`src/rtl/alu_op_decode_idex.sv`:
```
// rtl/alu_op_decode_idex.sv - ID/EX stage: ALU opcode/operand decode and pipeline latch
// Optional: SHIFT_VARIABLE_EN enables sllv/srlv/srav decode.
module alu_op_decode_idex #(
  parameter int          DATA_W   = 32,
  parameter logic [4:0]  RESET_OP = 5'b00000
) (
  input  logic              clk,
  input  logic              rst_n,
  input  logic              id_valid,
  input  logic [DATA_W-1:0] id_instr,
  input  logic [DATA_W-1:0] id_rs_data,
  input  logic [DATA_W-1:0] id_rt_data,
  input  logic              stall,
  input  logic              flush,
  output logic              ex_valid,
  output logic [4:0]        ex_alu_op,
  output logic [4:0]        ex_shamt,
  output logic [DATA_W-1:0] ex_arg1,
  output logic [DATA_W-1:0] ex_arg2,
  output logic [DATA_W-1:0] ex_store_data,
  output logic [4:0]        ex_dest,
  output logic              ex_reg_write,
  output logic              ex_mem_read,
  output logic              ex_mem_write,
  output logic              ex_branch,
  output logic              ex_illegal
);

  localparam logic [4:0] ALU_ADD = 5'b00000;
  localparam logic [4:0] ALU_SUB = 5'b00001;
  localparam logic [4:0] ALU_AND = 5'b00010;
  localparam logic [4:0] ALU_OR  = 5'b00011;
  localparam logic [4:0] ALU_NOR = 5'b00100;
  localparam logic [4:0] ALU_SLL = 5'b00101;
  localparam logic [4:0] ALU_SRL = 5'b00110;
  localparam logic [4:0] ALU_SRA = 5'b00111;
  localparam logic [4:0] ALU_SLT = 5'b01000;

  logic [5:0]        w_opcode;
  logic [5:0]        w_funct;
  logic [4:0]        w_rt;
  logic [4:0]        w_rd;
  logic [4:0]        w_sh;
  logic [15:0]       w_imm;
  logic [DATA_W-1:0] w_sext;
  logic [DATA_W-1:0] w_zext;

  assign w_opcode = id_instr[31:26];
  assign w_rt     = id_instr[20:16];
  assign w_rd     = id_instr[15:11];
  assign w_sh     = id_instr[10:6];
  assign w_funct  = id_instr[5:0];
  assign w_imm    = id_instr[15:0];
  assign w_sext   = {{(DATA_W-16){w_imm[15]}}, w_imm};
  assign w_zext   = {{(DATA_W-16){1'b0}}, w_imm};

  logic [4:0]        w_alu_op;
  logic [4:0]        w_shamt;
  logic [DATA_W-1:0] w_arg1;
  logic [DATA_W-1:0] w_arg2;
  logic [4:0]        w_dest;
  logic              w_wr;
  logic              w_mem_read;
  logic              w_mem_write;
  logic              w_branch;
  logic              w_illegal;
  logic              w_reg_write;

  always_comb begin
    w_alu_op    = ALU_ADD;
    w_shamt     = 5'd0;
    w_arg1      = id_rs_data;
    w_arg2      = id_rt_data;
    w_dest      = w_rt;
    w_wr        = 1'b0;
    w_mem_read  = 1'b0;
    w_mem_write = 1'b0;
    w_branch    = 1'b0;
    w_illegal   = 1'b0;
    case (w_opcode)
      6'h00: begin
        w_dest = w_rd;
        w_wr   = 1'b1;
        case (w_funct)
          6'h20, 6'h21: w_alu_op = ALU_ADD;
          6'h22, 6'h23: w_alu_op = ALU_SUB;
          6'h24:        w_alu_op = ALU_AND;
          6'h25:        w_alu_op = ALU_OR;
          6'h27:        w_alu_op = ALU_NOR;
          6'h2A:        w_alu_op = ALU_SLT;
          6'h00: begin w_alu_op = ALU_SLL; w_shamt = w_sh; end
          6'h02: begin w_alu_op = ALU_SRL; w_shamt = w_sh; end
          6'h03: begin w_alu_op = ALU_SRA; w_shamt = w_sh; end
`ifdef SHIFT_VARIABLE_EN
          6'h04: begin w_alu_op = ALU_SLL; w_shamt = id_rs_data[4:0]; end
          6'h06: begin w_alu_op = ALU_SRL; w_shamt = id_rs_data[4:0]; end
          6'h07: begin w_alu_op = ALU_SRA; w_shamt = id_rs_data[4:0]; end
`endif
          default: begin w_illegal = 1'b1; w_wr = 1'b0; end
        endcase
      end
      6'h08, 6'h09: begin w_arg2 = w_sext; w_wr = 1'b1; end
      6'h0A: begin w_alu_op = ALU_SLT; w_arg2 = w_sext; w_wr = 1'b1; end
      6'h0C: begin w_alu_op = ALU_AND; w_arg2 = w_zext; w_wr = 1'b1; end
      6'h0D: begin w_alu_op = ALU_OR;  w_arg2 = w_zext; w_wr = 1'b1; end
      6'h0F: begin
        w_arg1 = '0;
        w_arg2 = {w_imm, 16'h0000};
        w_wr   = 1'b1;
      end
      6'h23: begin w_arg2 = w_sext; w_wr = 1'b1; w_mem_read = 1'b1; end
      6'h2B: begin w_arg2 = w_sext; w_mem_write = 1'b1; end
      6'h04: begin w_alu_op = ALU_SUB; w_branch = 1'b1; end
      default: w_illegal = 1'b1;
    endcase
  end

  // $zero is never written, so a no-op like 0x00000000 is a harmless valid sll
  assign w_reg_write = w_wr && (w_dest != 5'd0);

  logic              r_valid;
  logic [4:0]        r_alu_op;
  logic [4:0]        r_shamt;
  logic [DATA_W-1:0] r_arg1;
  logic [DATA_W-1:0] r_arg2;
  logic [DATA_W-1:0] r_store_data;
  logic [4:0]        r_dest;
  logic              r_reg_write;
  logic              r_mem_read;
  logic              r_mem_write;
  logic              r_branch;
  logic              r_illegal;

  always_ff @(posedge clk) begin
    if (!rst_n || flush) begin
      r_valid      <= 1'b0;
      r_alu_op     <= RESET_OP;
      r_shamt      <= 5'd0;
      r_arg1       <= '0;
      r_arg2       <= '0;
      r_store_data <= '0;
      r_dest       <= 5'd0;
      r_reg_write  <= 1'b0;
      r_mem_read   <= 1'b0;
      r_mem_write  <= 1'b0;
      r_branch     <= 1'b0;
      r_illegal    <= 1'b0;
    end else if (!stall) begin
      r_valid      <= id_valid;
      r_alu_op     <= w_alu_op;
      r_shamt      <= w_shamt;
      r_arg1       <= w_arg1;
      r_arg2       <= w_arg2;
      r_store_data <= id_rt_data;
      r_dest       <= w_dest;
      r_reg_write  <= id_valid && w_reg_write;
      r_mem_read   <= id_valid && w_mem_read;
      r_mem_write  <= id_valid && w_mem_write;
      r_branch     <= id_valid && w_branch;
      r_illegal    <= id_valid && w_illegal;
    end
  end

  assign ex_valid      = r_valid;
  assign ex_alu_op     = r_alu_op;
  assign ex_shamt      = r_shamt;
  assign ex_arg1       = r_arg1;
  assign ex_arg2       = r_arg2;
  assign ex_store_data = r_store_data;
  assign ex_dest       = r_dest;
  assign ex_reg_write  = r_reg_write;
  assign ex_mem_read   = r_mem_read;
  assign ex_mem_write  = r_mem_write;
  assign ex_branch     = r_branch;
  assign ex_illegal    = r_illegal;

endmodule

```
`config.mk`:
```
export PLATFORM = sky130hd
export DESIGN_NAME = alu_op_decode_idex
export DESIGN_NICKNAME = d
export VERILOG_FILES = /design/src/rtl/alu_op_decode_idex.sv
export SDC_FILE = /design/constraint.sdc
export NUM_CORES = 1
export LEC_CHECK = 0
export CORE_UTILIZATION = 41
export CTS_BUF_LIST = sky130_fd_sc_hd__clkbuf_16
export CTS_CLUSTER_DIAMETER = 40
export DETAILED_ROUTE_END_ITERATION = 6
export GPL_ROUTABILITY_DRIVEN = 0
export PLACE_DENSITY = 0.87
export SYNTH_ARGS = -nofsm -noshare
export SYNTH_HDL_FRONTEND = slang
export SYNTH_SLANG_ARGS = --single-unit
```
`constraint.sdc`:
```
create_clock -name clk -period 2.7 [get_ports clk]
set_clock_uncertainty 0.05 [all_clocks]
set_input_delay 0.81 -clock clk [delete_from_list [all_inputs] [get_ports clk]]
set_output_delay 0.81 -clock clk [all_outputs]
set_load 0.1 [all_outputs]
```
# ---- Word-level counts from Yosys, hierarchy flattened
# Index checks and enable logic that the tools add are counted.
dict set report op_classes {
  n_mux 14
  magnitude_cmp 0
  n_bitwise 0
  shifts 0
  reduce_logical 18
  addsub 0
  eq_ne 19
  mul 0
  div 0
}
# op n
set op_table {}
lappend op_table {{$pmux 32 s3} 1}
lappend op_table {{$eq 6x6->1 const B} 10}
lappend op_table {{$eq 6x4->1 const B} 6}
lappend op_table {{$mux 32} 1}
lappend op_table {{$pmux 4 s8} 1}
lappend op_table {{$pmux 4 s5} 1}
lappend op_table {{$mux 5} 3}
lappend op_table {{$eq 6x2->1 const B} 2}
lappend op_table {{$logic_not 6->1} 2}
lappend op_table {{$reduce_or 11->1} 1}
lappend op_table {{$reduce_or 9->1} 1}
lappend op_table {{$reduce_or 7->1} 1}
lappend op_table {{$eq 6x3->1 const B} 1}
lappend op_table {{$logic_and 1x1->1} 6}
lappend op_table {{$mux 1} 5}
lappend op_table {{$reduce_bool 5->1} 1}
lappend op_table {{$reduce_or 5->1} 1}
lappend op_table {{$pmux 1 s2} 2}
lappend op_table {{$reduce_or 2->1} 2}
lappend op_table {{$reduce_or 3->1} 1}
lappend op_table {{$logic_not 1->1} 1}
lappend op_table {{$logic_or 1x1->1} 1}
dict set report word_totals {
  mem_count 0
  input_bits 101
  elab_cells 63
  ff_bits 117
  rom_bits 0
  latch_bits 0
  output_inout_bits 117
  ram_bits 0
}

# ---- Longest topological paths before layout
# Gate-level depths: netlist (run 1).
dict set report depth {
  depth_word 6
  depth_mapped 7
  depth_no_buf 5
}

# ---- Least setup slack after synthesis (run 1)
# Ideal clock, no wire load.
dict set report synth_path {
  kind {input-to-reg}
  from {input port id_instr[30]}
  to {register r_reg_write, in the netlist ex_reg_write}
  arrival_time_ns 2.330
  required_time_ns 2.531
  path_buffers 2
  stages 7
  setup_ns 0.119
  slack_ns 0.202
  path_cell_list {buf_6 > or4_4 > or3_1 > buf_6 > nor3_1 > a31oi_1 > a32o_1}
}
dict set report synth_via {
  elab_chain_cells 5
  elab_cells_between_ends 14
  classes_between {eq/ne: 7; mux: 2; reduce/logical: 5}
}
# element line_no
set synth_rtl {}
lappend synth_rtl {{from (decl)} 10} ;# input logic [DATA_W-1:0] id_instr,
lappend synth_rtl {{$eq 6x6->1 (tied with other cells)} 80} ;# case (w_opcode)
lappend synth_rtl {{$reduce_or 7->1 (no source line) or $mux 5 (tied branches)} --}
lappend synth_rtl {{$pmux 1 s2 or $reduce_bool 5->1 (tied branches)} {80, 119}}
lappend synth_rtl {{$logic_and 1x1->1 *} 119} ;# assign w_reg_write = w_wr && (w_dest != 5'd0);
lappend synth_rtl {{$logic_and 1x1->1 *} 156} ;# r_reg_write <= id_valid && w_reg_write;
lappend synth_rtl {{to (signal assigned)} 156}
lappend synth_rtl {{to (decl)} 128} ;# logic r_reg_write;
# Every way passes the cells marked *; elsewhere a longest branch is shown, timed or not.
# A chain may end at the register's enable or synchronous reset.

# ---- Worst setup path after layout (run 1)
dict set report layout_path {
  from {input port id_instr[27]}
  to {register r_shamt[2], in the netlist ex_shamt[2]}
}
dict set report layout_via {
  elab_chain_cells 2
}
# element line_no
set layout_rtl {}
lappend layout_rtl {{$logic_not 6->1} 80}
lappend layout_rtl {{$mux 5} 80}
lappend layout_rtl {{to (signal assigned)} 151} ;# r_shamt <= w_shamt;
lappend layout_rtl {{to (decl)} 123} ;# logic [4:0] r_shamt;
# Every way passes these cells.

==> results of run 1 <==
-- placed cells by master (no fill, tap or decap), drive strengths merged, types with 2 or more instances in the layout --
master,instances
nand2b,5
a221oi,16
buf,145
a311oi,3
dfxtp,116
clkinvlp,2
nand3,51
nor3,22
clkbuf,17
or4,2
nor2b,2
o21bai,2
clkinv,6
nand3b,4
nand2,57
bufinv,5
a21oi,38
o21ai,5
clkdlybuf4s50,94
nor2,75
inv,4
nor4,5
mux2i,37
a211oi,7
a22oi,23
a21boi,2
-- cell usage after synthesis, types with 4 or more instances --
| library cell | n |
|---|---|
| nor3_1 | 22 |
| nor4_1 | 4 |
| a211oi_1 | 7 |
| a221oi_1 | 16 |
| nor2_1 | 75 |
| a22oi_1 | 23 |
| nand3b_1 | 4 |
| nand2_1 | 57 |
| nand3_1 | 51 |
| nand2b_1 | 5 |
| a21oi_1 | 38 |
| mux2i_1 | 37 |
| clkbuf_1 | 34 |
| dfxtp_1 | 116 |
| buf_1 | 9 |
-- worst min-delay path: cells and delay by family (launching register included) --
family | cells | cell delay [ns]
compound gates | 1 | 0.05
flops | 1 | 0.30
simple gates | 1 | 0.06
-- area by class of cell --
class / instances / area, um2
Clock buffer: 17 / 425
Clock inverter: 14 / 193
Fill cell: 858 / 3620
Inverter: 3 / 11.3
Multi-Input combinational cell: 371 / 2150
Sequential cell: 116 / 2320
Tap cell: 140 / 175
Timing Repair Buffer: 239 / 2090
-- per-layer routing --
| metal | vias up | part of all wire [%] | GRT usage (%) |
|---|---|---|---|
| met5 | - | 0 | 0 |
| met4 | 0 | 2.0 | 11.6 |
| met3 | 25 | 11 | 10.8 |
| met2 | 261 | 48 | 44.3 |
| met1 | 2284 | 40 | 28.1 |
| li1 | 2332 | - | - |
-- registers in the layout (all words and copies together) (netlist names) --
signal         flops
ex_illegal         1
ex_valid           1
ex_store_data     32
ex_shamt           5
ex_dest            5
ex_mem_write       1
ex_mem_read        1
ex_alu_op          4
ex_arg1           32
ex_reg_write       1
ex_branch          1
ex_arg2           32
-- final timing paths --
| path | start | end | slack (ns) | depth (start not counted) |
|---|---|---|---|---|
| setup / recovery | id_instr[27] | ex_shamt[2]$_SDFFE_PP0N_ | 0.13 | 6 |
| hold / removal | ex_arg1[16]$_SDFFE_PP0N_ | ex_arg1[16]$_SDFFE_PP0N_ | 0.41 | 2 |
| setup reg to reg | ex_illegal$_SDFFE_PP0N_ | ex_illegal$_SDFFE_PP0N_ | 1.79 | 3 |
| hold reg to reg | ex_arg1[16]$_SDFFE_PP0N_ | ex_arg1[16]$_SDFFE_PP0N_ | 0.41 | 2 |
-- logic make-up (layout without fill, tap and decap cells) --
family / after synthesis / in the layout
muxes: 37 / 37
and+or+nand+nor: 228 / 228
other: 1 / 1
AOI/OAI and AO/OA: 104 / 104
buffers and inverters: 52 / 273
DFF: 116 / 116
xor gates and xnor gates: 1 / 1
-- power by group through the flow --
stage                     sequential, mW  combinational [mW]  clock (mW)
final                               1.80               0.956        2.36
after global routing                1.81               0.999        2.49
after CTS                           1.80               0.955        2.41
after detailed placement            1.84               0.952           0
after global placement              1.83               0.940           0
after floorplan                     2.23               0.218           0
-- stage by stage --
| stage | std cells | cell area (um2) | hold slack, ns | utilization (%) | power (mW) |
|---|---|---|---|---|---|
| floorplan | 539 | 4660 | 0.855 | - | 2.45 |
| global placement | 869 | 6750 | 0.399 | 61.4 | 2.77 |
| detailed placement | 869 | 6750 | 0.408 | 61.4 | 2.79 |
| CTS | 900 | 7370 | 0.416 | 67.1 | 5.16 |
| global route | 900 | 7370 | 0.428 | 67.1 | 5.30 |
| finish | 900 | 7370 | 0.414 | 67.1 | 5.12 |
-- timing repair --
item / 4_1_cts / 5_1_grt
endpoints found under the hold margin: 0 / 0
gates resized for setup: 0 / 1
endpoints found under the setup margin: 0 / 1
==> summary.md, run 1 <==
| Metric | Value |
|---|---|
| H-tree lvl count | 4 |
| Clock Pin Slew Worst Setup and Hold Paths | 0.05 ns |
| Port Buffers | 211 |
| Sequential-to-total area share from yosys stat | 49.8% |
| Global-route wire length before repair | 23100 um |
| Leakage | 3.19 nW |
| CP max stage cell | or4_4 |
| Drt wl/cell | 17.1 um |
| Synth-to-layout area growth | 58.0% |
| GR Util All Layers | 26.0% |
| Longest Clk Path Bufs | 2 |
| Clock latency on the worst-skew pair | 0.40 ns |
| Vias | 4902 |
| Drt total wl | 15400 um |
| Switch share | 28.2% |
| Pwr per Cell Area | 695 nW/um2 |
| # Max-Cap Violations | 0 |
| CP delay by family, top | simple AND/OR/NAND/NOR gates |
| Netlist cell types | 44 |
| Mapped cell area | 4660 um2 |
| Largest family of logic cells by synthesized area | simple AND/OR/NAND/NOR gates |
| Post-synth EDFFs | 0 |
| Logic pwr share | 18.7% |
| Crit end category | flip-flop |
| Mux share of post-synthesis cell area | 7.94% |
| Width of the die | 109 um |
| Post-Synth XOR/XNOR Area | 0.188% |
| Synth Area in Adders | 0% |
| Number of global-route vias before repair | 4603 |
| Measured slew at the worst slew-check pin | 1.22 ns |
| WP buf/inv | 1 |
| Final min period | 2.57 ns |
| Total die area | 11800 um2 |
| Final setup fails | 0 |
| CTS Buf Count | 17 |
| Router iterations before antenna repair | 6 |
| Die Ht | 109 um |
| Synth area leaders | dfxtp_1 (50%), mux2i_1 (7.9%), nor2_1 (6.0%) |
| Clock share of power | 46.2% |
| Status | finished clean |
| Startpoint types | primary input |
| Post-CTS Setup Repair Bufs | 0 |
| CTS tree | yes |
| Worst-path fanout max | 6 |
| Root buf cell | clkbuf_16 |
| Place WS | -0.311 ns |
| Worst EP arrival | 2.85 ns |
| Asr flop ratio synth | 0% |
| Final hold vios | 0 |
| Initial Util | 42.5% |
| Sink Count | 116 |
| Top cell type by total area after synthesis | dfxtp_1 |
| Max-slew violation count | 0 |
| Synth Flop Type | dfxtp_1 |
| Synth Area in Compound Gates | 15.3% |
| Final worst setup slack | 0.127 ns |
| Crit Path Category | in -> reg |
| Sw Pwr | 1.44 mW |
| Sequential Power Share | 35.2% |
| Layout cells sized above 1 | 23.4% |
| Worst path max stage delay | 0.54 ns |
| Post-synth top area share | 49.8% |
| Post-route ant nets | 0 |
| Via-to-Cell Ratio | 5.45 |
| CP required | 2.98 ns |
| Post-Synth Simple-Gate Area | 22.0% |
| 1st-iter DRT viols | 359 |
| Highest clock rate | 389 MHz |
| Final TNS setup | 0 ns |
| Hold-fix buffers, CTS | 0 |
| Post-Synthesis Cells | 539 |
| Min-delay worst type | reg -> reg |
| Initial antenna violation count | 0 |
| NumNets Final | 849 |
| Antenna Cells | 0 |
| Syn nets | 640 |
| Syn. warnings | 0 |
| P_int | 3.68 mW |
| Avg Synthesized Cell Area | 8.65 um2 |
| Maximum vdd drop | 404 uV |
| Worst-path cell chain | clkdlybuf4s50_1, or4_4, or3_1, and4b_2, a22oi_1, nor2_1 |
| RSZ-0062 raised after global routing | no |
| Slew headroom | 18.5% |
| Hpwl dp | 11200 um |
| Synth Register Bits | 116 |
| Largest net degree at the start of global routing | 63 |
| IO Pins | 218 |
| Row cnt | 38 |
| Overflow after GRT | 0 |
| Period Utilization, post-route | 95.3% |
| # DRC | 0 |
| CORE AREA | 11000 um2 |
(Power assumes the default switching activity.)
==> run 2: changes to the inputs <==
--- a/config.mk
+++ b/config.mk
@@ -5,7 +5,8 @@
 export SDC_FILE = /design/constraint.sdc
 export NUM_CORES = 1
 export LEC_CHECK = 0
-export CORE_UTILIZATION = 41
+export ABC_AREA = 1
+export CORE_UTILIZATION = 42
 export CTS_BUF_LIST = sky130_fd_sc_hd__clkbuf_16
 export CTS_CLUSTER_DIAMETER = 40
 export DETAILED_ROUTE_END_ITERATION = 6
==> constraint.sdc (replaced) <==
create_clock -name clk -period 2.7 [get_ports clk]
set_clock_uncertainty 0.05 [all_clocks]
set_input_delay 0.405 -clock clk [delete_from_list [all_inputs] [get_ports clk]]
set_output_delay 0.405 -clock clk [all_outputs]
set_load 0.1 [all_outputs]
==> summary.md, run 2 <==
| Metric | Value |
|---|---|
| Status | finished clean |
| Switch share | 30.2% |
| Layout cells sized above 1 | 21.3% |
| Post-CTS Setup Repair Bufs | 0 |
| Die Ht | 110 um |
| Post-Synthesis Cells | 666 |
| Asr flop ratio synth | 0% |
| Final min period | 2.04 ns |
| Most common cell in the netlist | nand2_1 |
| Sw Pwr | 1.51 mW |
| Clock latency on the worst-skew pair | 0.40 ns |
| Synth Register Bits | 116 |
| Number of global-route vias before repair | 4650 |
| Root buf cell | clkbuf_16 |
| Syn. warnings | 0 |
| RSZ-0062 raised after global routing | no |
| Largest net degree at the start of global routing | 53 |
| Post-synth EDFFs | 0 |
| Max-slew violation count | 0 |
| Drt total wl | 15600 um |
| DP Area | 6810 um2 |
| Width of the die | 110 um |
| Slew headroom | 49.4% |
| Synth area leaders | dfxtp_1 (47%), nand2_1 (16%), a21oi_1 (7.9%) |
| Logic pwr share | 19.7% |
| Highest clock rate | 489 MHz |
| Post-synth top cells | nand2_1 (207), dfxtp_1 (116), a21oi_1 (78) |
| Post-synth top area share | 47.2% |
| Final setup fails | 0 |
| R2R cell count | 2 |
| GR Util All Layers | 25.5% |
| Row cnt | 39 |
| Longest Clk Path Bufs | 2 |
| Post-route ant nets | 0 |
| Crit end category | flip-flop |
| Sink Count | 116 |
| Sequential-to-total area share from yosys stat | 47.2% |
| Global-route wire length before repair | 23600 um |
| Filler Cell Count | 977 |
| Vias | 5144 |
| Leakage | 3.42 nW |
| Final TNS setup | 0 ns |
| Final instance area | 7380 um2 |
| Router iterations before antenna repair | 5 |
| H-tree lvl count | 4 |
| Top cell type by total area after synthesis | dfxtp_1 |
| Period Utilization, post-route | 75.7% |
| Initial antenna violation count | 0 |
| Hold-fix buffers, CTS | 0 |
| Final hold vios | 0 |
| Min-delay worst type | reg -> reg |
| Clock Pin Slew Worst Setup and Hold Paths | 0.05 ns |
| P_int | 3.48 mW |
| Hold depth | 2 |
| Netlist cell types | 33 |
| Commonest cells after routing, fill and taps aside | nand2_1 (207), buf_4 (124), dfxtp_1 (116), clkdlybuf4s50_1 (94), a21oi_1 (78) |
| CP required | 2.95 ns |
| Avg Synthesized Cell Area | 7.39 um2 |
| Sequential Power Share | 36.2% |
| Mapped cell area | 4920 um2 |
| Pwr per Cell Area | 675 nW/um2 |
| 1st-iter DRT viols | 332 |
| Clock share of power | 44.1% |
| Synth Flop Type | dfxtp_1 |
| Via-to-Cell Ratio | 5.06 |
| # DRC | 0 |
| CORE AREA | 11400 um2 |
| IO Pins | 218 |
| # Max-Cap Violations | 0 |
| Total die area | 12200 um2 |
| CTS tree | yes |
| Maximum vdd drop | 406 uV |
| Hpwl dp | 10800 um |
| Syn nets | 767 |
| NumNets Final | 963 |
| Worst-path fanout max | 15 |
| Startpoint types | primary input |
| CTS Buf Count | 17 |
| Measured slew at the worst slew-check pin | 0.759 ns |
| Commonest non-fill, non-tap cell in the layout | nand2_1 |
| Crit Path Category | in -> reg |
| Initial Util | 43.1% |
| Overflow after GRT | 0 |
| # resized after CTS | 0 |
| Port Buffers | 211 |
| Synth-to-layout area growth | 50.1% |
| Antenna Cells | 0 |
| Drt wl/cell | 15.3 um |
| Worst EP arrival | 2.29 ns |
==> run 2: changes by cell type in the layout (fill, tap and decap cells not counted), moves of 37 or more <==
cell / previous run / this run
o21ai_0: 2 / 55
mux2i_1: 37 / 0
nand2_1: 57 / 207
inv_1: 3 / 46
a21oi_1: 38 / 78
nor2_1: 75 / 25
==> run 2: power by group through the flow <==
stage / sequential, mW / combinational, mW / clock, mW
finish: 1.80 / 0.982 / 2.20
CTS: 1.80 / 0.983 / 2.22
detailed placement: 1.84 / 0.980 / 0
global placement: 1.84 / 0.973 / 0
global route: 1.81 / 1.04 / 2.30
floorplan: 2.27 / 0.236 / 0
==> run 2: final cells by class <==
class | count | area, um2 | area share, %
multi-input combinational | 458 | 2200 | 29.9
timing repair buffer | 221 | 1920 | 26.0
clock inverter | 14 | 146 | 1.98
inverter | 48 | 190 | 2.58
sequential | 116 | 2320 | 31.4
clock buffer | 17 | 425 | 5.76
tap | 143 | 179 | 2.42
==> run 2: cell families (layout without fill, tap and decap cells) <==
family | after synthesis | after routing | share of synthesized area [%]
buffers and inverters | 92 | 300 | 8.16
other | 1 | 1 | 0.0762
AOI/OAI and AO/OA | 172 | 172 | 20.2
and+or+nand+nor | 285 | 285 | 24.4
DFF | 116 | 116 | 47.2
==> run 2: routing by layer <==
layer | up-vias | global-route usage, % | wire length [um]
li1 | 2587 | - | -
met5 | - | 0 | 0
met1 | 2348 | 31.2 | 6610
met3 | 20 | 7.29 | 1160
met2 | 189 | 42.8 | 7480
met4 | 0 | 9.02 | 292
==> run 2: path summary, 6_finish.rpt <==
path                             startpoint                              to  slack, ns
min               ex_alu_op[1]$_SDFFE_PP0N_       ex_alu_op[1]$_SDFFE_PP0N_       0.41
max reg2reg  ex_store_data[16]$_SDFFE_PP0N_  ex_store_data[16]$_SDFFE_PP0N_       1.89
max                            id_instr[26]        ex_arg2[17]$_SDFFE_PP0N_       0.66
min reg2reg       ex_alu_op[1]$_SDFFE_PP0N_       ex_alu_op[1]$_SDFFE_PP0N_       0.41
==> run 2: stage by stage <==
step	std cells	worst slack (ns)	power, mW	hold WS [ns]	util (%)
final	1017	0.657	4.98	0.413	64.7
after global routing	1017	0.549	5.15	0.429	64.7
after CTS	1017	0.656	5.01	0.416	64.7
after detailed placement	986	0.244	2.82	0.407	59.7
after global placement	986	0.293	2.81	0.403	59.7
after floorplan	666	1.16	2.51	0.497	-
==> run 2: critical path, cell delays in order <==
cell and delay (ns):
clkdlybuf4s50_1 0.55, nand2_1 0.14, nand3_2 0.13, nand2_2 0.12
a21oi_2 0.63, a31o_2 0.26, inv_1 0.03
==> run 3: changes to the inputs <==
--- a/config.mk
+++ b/config.mk
@@ -6,12 +6,12 @@
 export NUM_CORES = 1
 export LEC_CHECK = 0
 export ABC_AREA = 1
-export CORE_UTILIZATION = 42
+export CORE_UTILIZATION = 38
 export CTS_BUF_LIST = sky130_fd_sc_hd__clkbuf_16
 export CTS_CLUSTER_DIAMETER = 40
 export DETAILED_ROUTE_END_ITERATION = 6
 export GPL_ROUTABILITY_DRIVEN = 0
-export PLACE_DENSITY = 0.87
+export PLACE_DENSITY = 0.84
 export SYNTH_ARGS = -nofsm -noshare
 export SYNTH_HDL_FRONTEND = slang
 export SYNTH_SLANG_ARGS = --single-unit
==> constraint.sdc (replaced) <==
create_clock -name clk -period 1.8 [get_ports clk]
set_clock_uncertainty 0.05 [all_clocks]
set_input_delay 0.27 -clock clk [delete_from_list [all_inputs] [get_ports clk]]
set_output_delay 0.27 -clock clk [all_outputs]
set_load 0.1 [all_outputs]
==> summary.md, run 3 (synthesized netlist as in run 2, its figures left out) <==
| Metric | Value |
|---|---|
| RSZ-0062 raised after global routing | no |
| Commonest cells after routing, fill and taps aside | nand2_1 (207), dfxtp_1 (116), clkdlybuf4s50_1 (94), buf_12 (92), a21oi_1 (78) |
| CORE AREA | 12600 um2 |
| CP required | 2.08 ns |
| DP Area | 8250 um2 |
| R2R Path Start | ex_arg2[18]$_SDFFE_PP0N_ |
| Final setup fails | 0 |
| Pwr per Cell Area | 893 nW/um2 |
| Router iterations before antenna repair | 5 |
| Largest net degree at the start of global routing | 50 |
| Clock Pin Slew Worst Setup and Hold Paths | 0.06 ns |
| Initial Util | 39.0% |
| Via-to-Cell Ratio | 5.00 |
| Filler Cell Count | 894 |
| Hold-fix buffers, CTS | 0 |
| Overflow after GRT | 0 |
| Total die area | 13400 um2 |
| Post-route ant nets | 0 |
| Layout cells sized above 1 | 24.9% |
| Final instance area | 8850 um2 |
| Place WS | -0.181 ns |
| Worst-path fanout max | 11 |
| Maximum vdd drop | 599 uV |
| H-tree lvl count | 4 |
| Worst-path cell chain | clkdlybuf4s50_1, nor2_4, buf_4, nand3_2, nand2_2, nor2_8, buf_4, nand2_1, a31oi_1 |
| Tot Pwr | 7.91 mW |
| Min-delay worst type | in -> reg |
| Final min period | 1.65 ns |
| Status | finished clean |
| Period Utilization, post-route | 91.4% |
| Hpwl dp | 12300 um |
| CP max stage cell | clkdlybuf4s50_1 |
| Global-route wire length before repair | 26400 um |
| Clock latency on the worst-skew pair | 0.41 ns |
| CTS Buf Count | 17 |
| Most frequent CP cell | buf_4 |
| Placed cell count | 1051 |
| Drt wl/cell | 15.8 um |
| Longest Clk Path Bufs | 2 |
| Synth-to-layout area growth | 79.9% |
| Startpoint types | primary input |
| Antenna Cells | 0 |
| IO Pins | 218 |
| Highest clock rate | 608 MHz |
| Root buf cell | clkbuf_16 |
| 1st-iter DRT viols | 393 |
| Worst EP arrival | 1.92 ns |
| Final hold vios | 0 |
| Sink Count | 116 |
| Max-slew violation count | 0 |
| Fin cells | 1083 |
| Width of the die | 116 um |
| NumNets Final | 999 |
| # Max-Cap Violations | 0 |
| Number of global-route vias before repair | 5256 |
| Post-CTS Setup Repair Bufs | 0 |
| Leakage | 3.87 nW |
| Crit Path Category | in -> reg |
| Worst path max stage delay | 0.53 ns |
| Initial antenna violation count | 0 |
| # DRC | 0 |
| Final worst setup slack | 0.154 ns |
| Vias | 5414 |
| # resized after CTS | 0 |
| Drt total wl | 17200 um |
| Crit path from | id_instr[31] |
| CTS tree | yes |
| Commonest non-fill, non-tap cell in the layout | nand2_1 |
| GR Util All Layers | 26.0% |
| Crit end category | flip-flop |
| Port Buffers | 211 |
| Final core utilization | 70.1% |
| Die Ht | 116 um |
| Hold path start | stall |
| Row cnt | 41 |
run 3: cell count changes in the layout (fill, tap and decap cells not counted):
cell        before  now
clkinv_2         5    3
buf_4          124   70
clkinv_1         3    1
clkinv_4         1    3
inv_1           46   44
inv_6            0    3
clkinvlp_4       1    3
buf_12           2   92
run 3: layer usage:
layer	vias to the layer above	global-route usage (%)	routed length [um]
li1	2657	-	-
met1	2475	30.7	7000
met2	228	43.4	8500
met5	-	0	0
met3	54	5.07	901
met4	0	16.2	753
run 3: final timing paths:
kind                                         to  cells after the start  slack [ns]
setup / recovery       ex_arg2[27]$_SDFFE_PP0N_                      9        0.15
hold reg to reg   ex_store_data[5]$_SDFFE_PP0N_                      2        0.42
setup reg to reg       ex_arg2[18]$_SDFFE_PP0N_                      3        0.95
hold / removal          ex_dest[3]$_SDFFE_PP0N_                      4        0.29
run 3: layout make-up:
class	count	area, um2	area share [%]
flip-flops and latches	116	2320	26.2
clock inverters	15	180	2.04
well taps	172	215	2.43
multi-input cells	458	2200	24.9
clock buffers	17	425	4.81
inverters	48	190	2.15
repair buffers	257	3310	37.4
run 3: stage by stage:
step	TNS (ns)	hold WS, ns
2_1_floorplan	0	0.362
3_3_place_gp	-3.96	0.407
3_5_place_dp	-4.86	0.415
4_1_cts	0	0.278
5_1_grt	0	0.307
6_report	0	0.289
run 3: worst max-delay path, delay by kind of cell:
kind	cells	cell delay, ns
simple gates	5	0.56
buf+inv	3	0.88
compound gates	1	0.20
run 3: power by group:
| group | switching (mW) | internal (mW) | leakage (nW) |
|---|---|---|---|
| clock | 1.27 | 2.18 | 0.290 |
| combinational | 1.08 | 0.630 | 2.63 |
| sequential | 0.0770 | 2.66 | 0.946 |
| total | 2.43 | 5.47 | 3.87 |
==> RTL change, RTL diff (config.mk and constraints of run 1) <==
Build with the macro `SHIFT_VARIABLE_EN` defined.
--- a/src/rtl/alu_op_decode_idex.sv
+++ b/src/rtl/alu_op_decode_idex.sv
@@ -1,5 +1,7 @@
 // rtl/alu_op_decode_idex.sv - ID/EX stage: ALU opcode/operand decode and pipeline latch
 // Optional: SHIFT_VARIABLE_EN enables sllv/srlv/srav decode.
+`define SHIFT_VARIABLE_EN
+
 module alu_op_decode_idex #(
   parameter int          DATA_W   = 32,
   parameter logic [4:0]  RESET_OP = 5'b00000
Formal check against the unedited RTL: not equivalent (Yosys sat finds a counterexample within 4 cycles, from zero or initial values).
==> RTL change against run 1 <==
Combinational power is 2.5% higher. Global-route usage is 1.2 points higher. Design area is 3.5% higher. Area after synthesis is 3.2% higher. Via count is 3.2% higher. Worst setup slack worse by 0.019 ns. Sequential power hardly changed. Routed wire length is 7.6% higher. Power is 0.19% lower. Sequential cell count stayed put. Critical path depth stayed put. Synthesized cell count is 2.6% lower. Critical path type unchanged. Critical endpoint unchanged.
==> RTL change: results (changes against run 1) <==
\begin{tabular}{lr}
\hline
Metric & Value \\
\hline
\multicolumn{2}{l}{\textbf{Routing}} \\
Via Count & 5061 (+3.2\%) \\
Average wire length per cell after detail routing & 18.3 µm (+6.9\%) \\
Initial DRC count & 341 (-5.0\%) \\
Iteration count of the initial detailed-routing pass & 5 (-1) \\
\multicolumn{2}{l}{\textbf{Critical path}} \\
Number of cells on the worst reg-to-reg path & 2 (-1) \\
Biggest cell delay along the critical path & 0.45 ns (-0.09 ns) \\
Cell class contributing the biggest share of worst-path delay & simple AND/OR/NAND/NOR gates \\
Reg-to-reg startpoint & ex\_arg2[14] \\
Endpoint of the lowest-slack register-to-register path & ex\_arg2[14] \\
Arrival time at the worst endpoint & 2.87 ns (+0.02 ns) \\
Worst-path fanout max & 5 (-1) \\
\multicolumn{2}{l}{\textbf{Final layout}} \\
Filler cell count & 886 (+3.3\%) \\
Layout cells sized above 1 & 0.263 (+0.0292) \\
Final layout net count & 851 (+0.24\%) \\
\multicolumn{2}{l}{\textbf{Min path}} \\
Hold-critical path endpoint & ex\_arg1[30] \\
Source of the worst hold timing path & ex\_arg1[30] \\
\multicolumn{2}{l}{\textbf{Clock tree}} \\
Buffers inserted by post-CTS timing repair & 0 (unchanged) \\
\multicolumn{2}{l}{\textbf{Yosys}} \\
Async S/R FF share, synth & 0 (unchanged) \\
Net count after synthesis & 626 (-2.2\%) \\
Top cells by instance count after synthesis & sky130\_fd\_sc\_hd\_\_dfxtp\_1 (116), sky130\_fd\_sc\_hd\_\_nand2\_1 (46), sky130\_fd\_sc\_hd\_\_nor2\_1 (44) \\
Yosys cell types & 45 (+2.3\%) \\
Sequential element share of the synthesized area & 0.482 (-0.0157) \\
Top cells by area in the synthesized netlist & sky130\_fd\_sc\_hd\_\_dfxtp\_1 (48\%), sky130\_fd\_sc\_hd\_\_mux2i\_1 (7.1\%), sky130\_fd\_sc\_hd\_\_nand3b\_1 (5.0\%) \\
\multicolumn{2}{l}{\textbf{Pwr}} \\
Worst IR Drop VDD & 0.517 mV (+28\%) \\
Leakage power & 3.27 nW (+2.6\%) \\
Part of the total power dissipated in the clock network & 0.456 (-0.006) \\
Net Sw Power & 1.49 mW (+3.2\%) \\
\multicolumn{2}{l}{\textbf{Status}} \\
Outcome & finished clean \\
\multicolumn{2}{l}{\textbf{STA}} \\
Worst slew slack as a fraction of its limit & 0.646 (+0.461) \\
\multicolumn{2}{l}{\textbf{Placed design}} \\
Post-DP HPWL & 12.1 mm (+8.5\%) \\
Worst slack after detailed placement & -0.331 ns (-0.0198 ns) \\
\multicolumn{2}{l}{\textbf{Global routing}} \\
Maximum number of pins on one net before global-route repair & 64 (+1.6\%) \\
All-layer global routing usage & 0.272 (+0.0117) \\
Wire length of the first global-routing pass & 24.7 mm (+6.8\%) \\
\hline
\end{tabular}
==> RTL change: final cells by class <==
type,instances,share of cell area
tap,143,0.0235
clock inverter,15,0.0251
timing repair buffer,253,0.287
inverter,3,0.00148
sequential,116,0.305
clock buffer,17,0.0558
multi-input combinational,359,0.303
==> RTL change: kinds of logic after synthesis <==
kind of cell	Yosys count	share of synthesized area
multiplexers	35	0.0730
other	1	0.000779
XOR/XNOR	1	0.00182
flip-flops	116	0.482
buffers and inverters	50	0.0434
AO/OA/AOI/OAI	104	0.156
AND/OR/NAND/NOR	218	0.243
==> RTL change: worst max path at each step <==
stage / start / to / slack [ns] / depth (start not counted)
after floorplan: id_instr[30] / ex_illegal / 0.06 / 7
after global placement: id_instr[26] / ex_illegal / -0.22 / 6
after detailed placement: id_instr[26] / ex_shamt[2] / -0.33 / 6
after CTS: id_instr[26] / ex_shamt[2] / 0.12 / 6
after global routing: id_instr[26] / ex_shamt[4] / 0.07 / 6
final: id_instr[26] / ex_shamt[2] / 0.11 / 6
==> RTL change: through the flow <==
step / instances / setup TNS (ns) / cell area, µm² / hold slack (ns)
CTS: 906 / 0 / 7620 / 0.415
global placement: 874 / -3.61 / 7010 / 0.400
floorplan: 525 / 0 / 4810 / 0.855
detailed placement: 874 / -5.60 / 7010 / 0.407
finish: 906 / 0 / 7620 / 0.413
global route: 906 / 0 / 7620 / 0.432
==> RTL change: power groups by stage <==
stage	sequential [mW]	combinational, mW	clock (mW)
2_1_floorplan	2.23	0.222	0
3_3_place_gp	1.83	0.958	0
3_5_place_dp	1.84	0.971	0
4_1_cts	1.80	0.976	2.36
5_1_grt	1.81	1.02	2.44
6_report	1.80	0.980	2.33
==> RTL change: tightest hold or removal path, stage by stage (launching register included) <==
cell and delay [ns]:
sky130_fd_sc_hd__dfxtp_1 0.31, sky130_fd_sc_hd__nand2_1 0.06, sky130_fd_sc_hd__a21oi_1 0.05
==> RTL change: routing by layer <==
metal,track usage,up-vias,wire [µm]
met2,0.447,262,7730
met4,0.116,0,346
met5,0,-,0
li1,-,2359,-
met1,0.310,2412,6650
met3,0.111,28,1850
